`src/rtl/pwm_multi_channel_if.sv`:
```
// Control/status bundle for pwm_multi_channel: run configuration in, PWM pins and period marker out.
interface pwm_multi_channel_if #(
    parameter int NCH   = 4,
    parameter int CNT_W = 8,
    parameter int PRE_W = 16
);
    logic                       en;
    logic [PRE_W-1:0]           prescaler;
    logic                       center_mode;
    logic [NCH*(CNT_W+1)-1:0]   duty;
    logic [NCH-1:0]             polarity;
    logic [NCH-1:0]             pwm_out;
    logic                       period_start;

    modport master (
        output en, prescaler, center_mode, duty, polarity,
        input  pwm_out, period_start
    );

    modport slave (
        input  en, prescaler, center_mode, duty, polarity,
        output pwm_out, period_start
    );
endinterface

```
`src/rtl/pwm_multi_channel.sv`:
```
// NCH-channel PWM sharing one prescaler and period counter; edge or center aligned,
// with shadowed configuration that only changes at the period boundary.
module pwm_multi_channel #(
    parameter int NCH   = 4,
    parameter int CNT_W = 8,
    parameter int PRE_W = 16
) (
    input  logic                  clk,
    input  logic                  rst,
    pwm_multi_channel_if.slave    bus
);
    localparam logic [CNT_W-1:0] TOP      = '1;
    localparam logic [0:0]       DIR_UP   = 1'b0;
    localparam logic [0:0]       DIR_DOWN = 1'b1;

    logic [PRE_W-1:0]            pre_cnt;
    logic [PRE_W-1:0]            pre_sh;
    logic [CNT_W-1:0]            cnt;
    logic [CNT_W-1:0]            cnt_nxt;
    logic [0:0]                  dir;
    logic [0:0]                  dir_nxt;
    logic                        center_sh;
    logic [NCH-1:0][CNT_W:0]     duty_sh;
    logic [NCH-1:0]              pol_sh;
    logic [NCH-1:0]              raw;
    logic [NCH-1:0]              pwm_q;
    logic                        ps_q;
    logic                        tick;
    logic                        update;

    assign tick = (pre_cnt == pre_sh);

    always_comb begin
        cnt_nxt = cnt;
        dir_nxt = dir;
        if (tick) begin
            if (!center_sh) begin
                cnt_nxt = (cnt == TOP) ? '0 : cnt + CNT_W'(1);
            end else if (dir == DIR_UP) begin
                if (cnt == TOP) begin
                    cnt_nxt = cnt - CNT_W'(1);
                    dir_nxt = DIR_DOWN;
                end else begin
                    cnt_nxt = cnt + CNT_W'(1);
                end
            end else begin
                cnt_nxt = cnt - CNT_W'(1);
                if (cnt == CNT_W'(1)) dir_nxt = DIR_UP;
            end
        end
    end

    // Every tick moves cnt, so landing on zero is exactly the period boundary.
    assign update = tick && (cnt_nxt == '0);

    // Duty is one bit wider than cnt so duty >= 2^CNT_W compares true for every count.
    for (genvar i = 0; i < NCH; i++) begin : g_ch
        assign raw[i] = ({1'b0, cnt} < duty_sh[i]);
    end

    always_ff @(posedge clk or posedge rst) begin
        if (rst) begin
            pre_cnt   <= '0;
            cnt       <= '0;
            dir       <= DIR_UP;
            pre_sh    <= '0;
            center_sh <= 1'b0;
            duty_sh   <= '0;
            pol_sh    <= '0;
            pwm_q     <= '0;
            ps_q      <= 1'b0;
        end else if (!bus.en) begin
            pre_cnt   <= '0;
            cnt       <= '0;
            dir       <= DIR_UP;
            pre_sh    <= bus.prescaler;
            center_sh <= bus.center_mode;
            duty_sh   <= bus.duty;
            pol_sh    <= bus.polarity;
            pwm_q     <= bus.polarity;
            ps_q      <= 1'b0;
        end else begin
            pre_cnt <= tick ? '0 : pre_cnt + PRE_W'(1);
            cnt     <= cnt_nxt;
            dir     <= dir_nxt;
            pwm_q   <= raw ^ pol_sh;
            ps_q    <= update;
            if (update) begin
                pre_sh    <= bus.prescaler;
                center_sh <= bus.center_mode;
                duty_sh   <= bus.duty;
                pol_sh    <= bus.polarity;
            end
        end
    end

    assign bus.pwm_out      = pwm_q;
    assign bus.period_start = ps_q;
endmodule

```
`src/flat_wrapper.sv`:
```
// flat-port wrapper written by rule: the top's interface ports become plain ports
module pwm_multi_channel_flat 
#(
    parameter int NCH   = 4,
    parameter int CNT_W = 8,
    parameter int PRE_W = 16
)
  (clk, rst, bus_en, bus_prescaler, bus_center_mode, bus_duty, bus_polarity, bus_pwm_out, bus_period_start);
  pwm_multi_channel_if #(.NCH(NCH), .CNT_W(CNT_W), .PRE_W(PRE_W)) bus_i ();
  input  logic clk;
  input  logic rst;
  input wire logic [$bits(bus_i.en)-1:0] bus_en;
  input wire logic [$bits(bus_i.prescaler)-1:0] bus_prescaler;
  input wire logic [$bits(bus_i.center_mode)-1:0] bus_center_mode;
  input wire logic [$bits(bus_i.duty)-1:0] bus_duty;
  input wire logic [$bits(bus_i.polarity)-1:0] bus_polarity;
  output wire logic [$bits(bus_i.pwm_out)-1:0] bus_pwm_out;
  output wire logic [$bits(bus_i.period_start)-1:0] bus_period_start;
  assign bus_i.en = bus_en;
  assign bus_i.prescaler = bus_prescaler;
  assign bus_i.center_mode = bus_center_mode;
  assign bus_i.duty = bus_duty;
  assign bus_i.polarity = bus_polarity;
  assign bus_pwm_out = bus_i.pwm_out;
  assign bus_period_start = bus_i.period_start;
  pwm_multi_channel #(.NCH(NCH), .CNT_W(CNT_W), .PRE_W(PRE_W)) u_core (.clk(clk), .rst(rst), .bus(bus_i));
endmodule
```
`config.mk`:
```
export PLATFORM = sky130hd
export DESIGN_NAME = pwm_multi_channel_flat
export DESIGN_NICKNAME = d
export VERILOG_FILES = /design/src/rtl/pwm_multi_channel_if.sv /design/src/rtl/pwm_multi_channel.sv /design/src/flat_wrapper.sv
export SDC_FILE = /design/constraint.sdc
export NUM_CORES = 1
export LEC_CHECK = 0
export CAP_MARGIN = 10
export CORE_UTILIZATION = 56
export CTS_BUF_LIST = sky130_fd_sc_hd__clkbuf_8 sky130_fd_sc_hd__clkbuf_16
export CTS_CLUSTER_DIAMETER = 200
export CTS_CLUSTER_SIZE = 20
export DETAILED_ROUTE_END_ITERATION = 12
export PLACE_DENSITY = 0.81
export REMOVE_ABC_BUFFERS = 1
export SLEW_MARGIN = 25
export SYNTH_ARGS = -nofsm -noshare
export SYNTH_HDL_FRONTEND = slang
export SYNTH_SLANG_ARGS = --single-unit
```
`constraint.sdc`:
```
create_clock -name clk -period 3.65 [get_ports clk]
set_clock_uncertainty 0.2 [all_clocks]
set_input_delay 0.73 -clock clk [delete_from_list [all_inputs] [get_ports clk]]
set_output_delay 0.73 -clock clk [all_outputs]
set_load 0.01 [all_outputs]
```
* Word level (Yosys, flattened, before mapping)
Index checks and enable logic that the tools add are counted.
Word-level totals: register bits 87, input bits 60, output and inout bits 5
Operators by class: $add $sub $neg 3, order comparisons 4, eq/ne operators 6, mux-type cells 24, bitwise operators 1, reductions and logical operators 3
Operators with widths (count):
- 2-to-1 mux 36 bit | 2
- 2-to-1 mux 16 bit | 4
- 2-to-1 mux 8 bit | 6
- < comparator 8 x 9 -> 1 bit | 4
- adder 16 x 1 -> 16 bit (second input constant) | 1
- == test 16 bit | 1
- 2-to-1 mux 4 bit | 3
- 2-to-1 mux 1 bit | 9
- adder 8 x 1 -> 8 bit (second input constant) | 1
- == test 8 x 1 -> 1 bit (second input constant) | 1
- == test 8 bit (second input constant) | 1
- zero test 8 bit | 1
- subtractor 8 x 1 -> 8 bit (second input constant) | 1
- inequality test 2 x 1 -> 1 bit (second input constant) | 3
- XOR 4 bit | 1
- AND reduction 2 bit | 1
- logical AND 1 bit | 1

* Depth between registers and ports, before layout
depth in word-level cells 9, gate-level depth with buffers 12

* Least setup slack after synthesis
No wires, ideal clock.
kind register to register, start reg u_core.cnt[1], end reg u_core.duty_sh[0] (netlist name), setup time 127 ps, arrival time 2698 ps, required time 3323 ps, path slack 624 ps, stages on the path, launching flop included 12, buffers on the path 3, cells stage by stage dfrtp_1 > ha_1 > and3_1 > buf_2 > a31o_1 > a31o_1 > a2111oi_2 > nand3_1 > o31ai_4 > buf_6 > buf_8 > mux2_1
Between the ends: cells in the longest elaborated chain, start to end 8
Ends and longest elaborated chain:
- start, declared | line pwm_multi_channel.sv:18 | logic [CNT_W-1:0] cnt;
- start signal, assigned | line pwm_multi_channel.sv:84 | cnt <= cnt_nxt;
- adder 8 x 1 -> 8 bit, or another cell as far along | line pwm_multi_channel.sv:38, pwm_multi_channel.sv:44
- 2-to-1 mux 8 bit | line pwm_multi_channel.sv:40 | if (cnt == TOP) begin
- 2-to-1 mux 8 bit | line pwm_multi_channel.sv:39 | end else if (dir == DIR_UP) begin
- 2-to-1 mux 8 bit | line pwm_multi_channel.sv:37 | if (!center_sh) begin
- 2-to-1 mux 8 bit * | line pwm_multi_channel.sv:36 | if (tick) begin
- zero test 8 bit * | line pwm_multi_channel.sv:54 | assign update = tick && (cnt_nxt == '0);
- logical AND 1 bit * | line pwm_multi_channel.sv:54
- inequality test 2 x 1 -> 1 bit (no line) *
- end signal, assigned | line pwm_multi_channel.sv:78 | duty_sh <= bus.duty;
- end signal, assigned | line pwm_multi_channel.sv:91 | duty_sh <= bus.duty;
- end, declared | line pwm_multi_channel.sv:23 | logic [NCH-1:0][CNT_W:0] duty_sh;
Mark *: on every way between the ends. The rest lies on a longest branch, timed or not. A chain may end at the register's enable or synchronous reset.

* Worst setup path after layout
start reg u_core.cnt[0], end reg u_core.duty_sh[20] (netlist name)
The elaborated chain is that of the path after synthesis.

==> flow_metrics.env <==
export IMPL_vias_per_cell=5.78
export IMPL_grt_max_degree=62
export IMPL_crit_path_cell_trace="inv_1 > ha_1 > and3_1 > a32oi_1 > o31ai_1 > a2111oi_2 > nand3_1 > o31ai_4 > buf_12 > mux2_2"
export IMPL_insertion_delay_ps=360
export IMPL_drive_gt1_share_pct=12.8
export IMPL_grt_pass1_wl_um=17200
export IMPL_multiInputGateArea_um2=2450
export IMPL_cts_sinks=87
export IMPL_wire_per_inst_um=16.6
export IMPL_mappedNetlistArea_um2=4910
export IMPL_die_w_um=95.6
export IMPL_seq_area_frac_synth_pct=44.3
export IMPL_start_util_pct=58.9
export IMPL_layout_cells_non_filler=622
export IMPL_slew_violations=0
export IMPL_hold_path_class="reg -> reg"
export IMPL_avgSynthCellArea_um2=10.9
export IMPL_ant_nets=0
export IMPL_crit_path_start_kind="flop"
export IMPL_p_clk_share_pct=36.4
export IMPL_ios=65
export IMPL_holdWs_ps=296
export IMPL_r2r_end="u_core.duty_sh[20]"
export IMPL_end_kind="flop"
export IMPL_cts_tree="yes"
export IMPL_pre_cts_ws_ps=381
export IMPL_yosysWarnings=0
export IMPL_crit_path_max_fanout=57
export IMPL_grt_ovfl_total=0
export IMPL_cts_buffers=9
export IMPL_power_net_switching_mw=0.514
export IMPL_share_comb_of_total_power_pct=12.9
export IMPL_synth_edf_count=0
export IMPL_setup_slack_ps=312
export IMPL_critical_path_class="reg -> reg"
export IMPL_cts_root_buffer_cell="clkbuf_8"
export IMPL_p_leak_nw=2.58
export IMPL_power_density_nw_per_um2=364
export IMPL_r2r_slack_ps=310
export IMPL_post_cts_buffers=0
export IMPL_firstDrtPassIters=5
export IMPL_worstMarginPinSlew_ps=712
export IMPL_post_dp_hpwl_um=7210
export IMPL_grt_pass1_vias=3619
export IMPL_cts_hold_buffers_added=0
export IMPL_core_area_um2=8340
export IMPL_routabilityCongestion=0.901
export IMPL_vias=3595
export IMPL_row_count=33
export IMPL_swShare_pct=24.1
export IMPL_hold_viol=0
export IMPL_die_y_um=95.6
export IMPL_port_buffers=64
export IMPL_dieArea_um2=9150
export IMPL_ys_types=54
export IMPL_synth_seq_cells=87
export IMPL_async_reset_ff_share_pct=100
export IMPL_clk_pin_slew_ps=90
export IMPL_slowest_delay_ps=540
export IMPL_arrival_ps=3380
export IMPL_status="completed"
export IMPL_final_min_clock_period_ps=3340
export IMPL_reg2regPathDepth=10
export IMPL_holdPathStages=1
export IMPL_num_antenna_cells=0
export IMPL_route_detailed_drc=0
export IMPL_ir_worst_vdd_mv=0.300
export IMPL_setup_violations=0
export IMPL_crit_buf_inv=2
export IMPL_cp_required_ps=3690
export IMPL_cts_resized=0
export IMPL_cpMaxStageDelayCell="dfrtp_1"
export IMPL_fin_nets=604
export IMPL_drtIter0Drc=294
export IMPL_wl_um=10300
export IMPL_synth_main_ff_cell="dfrtp_1"
export IMPL_fin_crit_sh_pct=91.5
export IMPL_cp_num_cells=10
export IMPL_antenna_found_initial=0
export IMPL_numPlacedInstances=606
export IMPL_r2r_start="u_core.cnt[0]"
export IMPL_crit_end="u_core.duty_sh[20]"
export IMPL_clockBufferDepth=2
export IMPL_critPathTopFamily="compound AO/OA/AOI/OAI gates"
export IMPL_slew_headroom_pct=52.4
export IMPL_seq_area_um2=2180
export IMPL_pwr_share_seq_pct=50.8
export IMPL_rsz0062_at_grt="no"
export IMPL_grt_use_total_pct=24.8
export IMPL_power_internal_mw=1.62
export IMPL_areaGrowthSynthToFinish_pct=19.1
export IMPL_synthesis_instances=450
export IMPL_h_tree_depth=3
export IMPL_critPathLaunch="u_core.cnt[0]"
export IMPL_timing_fmax_mhz=300
export IMPL_fillers=618
export IMPL_max_cap_violations=0
layout by cell type (no fill, tap or decap), types with 13 or more instances in the layout:
cell type / netlist / layout
xor2_1: 24 / 24
inv_1: 39 / 38
a21oi_1: 21 / 21
mux2_1: 30 / 30
ha_1: 32 / 32
nand2_1: 16 / 16
clkdlybuf4s50_1: 0 / 64
dfrtp_1: 87 / 87
nor2_1: 29 / 29
o21ai_0: 14 / 14
mux2_2: 27 / 27
nand3_1: 13 / 13
cell type report:
| type | count | area share [%] |
|---|---|---|
| multi-input cells | 305 | 41.9 |
| flip-flops and latches | 87 | 37.2 |
| repair buffers | 70 | 12.2 |
| clock buffers | 11 | 2.59 |
| inverters | 39 | 2.53 |
| well taps | 105 | 2.25 |
| clock inverters | 5 | 1.37 |
logic make-up after synthesis:
| family | Yosys count | synth area share [%] |
|---|---|---|
| AO/OA/AOI/OAI | 78 | 11.2 |
| AND/OR/NAND/NOR | 107 | 11.9 |
| XOR/XNOR | 30 | 5.35 |
| buffers and inverters | 58 | 5.81 |
| flip-flops | 87 | 44.3 |
| adder cells (fa/ha/maj) | 32 | 8.15 |
| multiplexers | 58 | 13.3 |
state kept, by name, summed over array words and instances, names as in the netlist:
name and count:
u_core.bus.period_start 1, u_core.pre_cnt 16, u_core.cnt 8, u_core.bus.pwm_out 4
u_core.duty_sh 36, u_core.dir 1, u_core.pol_sh 4, u_core.center_sh 1
u_core.pre_sh 16
worst min-delay path by stage:
stage / slack (ps) / start / end
global placement: 270 / u_core.duty_sh[0] / u_core.duty_sh[0]
finish: 300 / u_core.duty_sh[5] / u_core.duty_sh[5]
CTS: 300 / u_core.duty_sh[0] / u_core.duty_sh[0]
global route: 310 / u_core.duty_sh[33] / u_core.duty_sh[33]
detailed placement: 280 / u_core.duty_sh[0] / u_core.duty_sh[0]
floorplan: 250 / u_core.duty_sh[0] / u_core.duty_sh[0]
power by group through the flow:
stage	logic (mW)	registers, mW	clock network [mW]
2_1_floorplan	0.160	1.09	0
3_3_place_gp	0.264	1.10	0
3_5_place_dp	0.277	1.10	0
4_1_cts	0.280	1.08	0.782
5_1_grt	0.305	1.09	0.824
6_report	0.274	1.08	0.775
layer usage:
metal / wire [um] / vias up / track usage (%)
met3: 583 / 21 / 4.55
met4: 209 / 0 / 9.58
met1: 4390 / 1746 / 31.9
met2: 5120 / 119 / 41.5
li1: - / 1709 / -
met5: 0 / - / 0
cell usage after synthesis, drive strengths merged (5+ instances only):
| library cell | count | share of area, % |
|---|---|---|
| inv | 39 | 3.0 |
| nand3 | 13 | 1.3 |
| o21ai | 14 | 1.4 |
| buf | 14 | 2.4 |
| mux2 | 57 | 13 |
| nor2 | 29 | 2.2 |
| o21a | 5 | 0.76 |
| nor3 | 11 | 1.1 |
| clkbuf | 5 | 0.38 |
| nor4 | 8 | 1.8 |
| nand4 | 7 | 1.0 |
| dfrtp | 87 | 44 |
| and3 | 5 | 0.64 |
| a21oi | 21 | 2.1 |
| nand2 | 16 | 1.2 |
| xnor2 | 6 | 1.1 |
| ha | 32 | 8.2 |
| xor2 | 24 | 4.3 |
through the flow:
stage / TNS (ps) / utilization [%] / area (um^2) / total power, mW
6_report: 0 / 70.1 / 5850 / 2.13
5_1_grt: 0 / 70.1 / 5850 / 2.22
4_1_cts: 0 / 70.1 / 5850 / 2.14
3_5_place_dp: 0 / 67.3 / 5610 / 1.38
3_3_place_gp: 0 / 67.3 / 5610 / 1.36
2_1_floorplan: -22210 / - / 4770 / 1.25
Note: power is estimated with default switching activity, not from simulation.
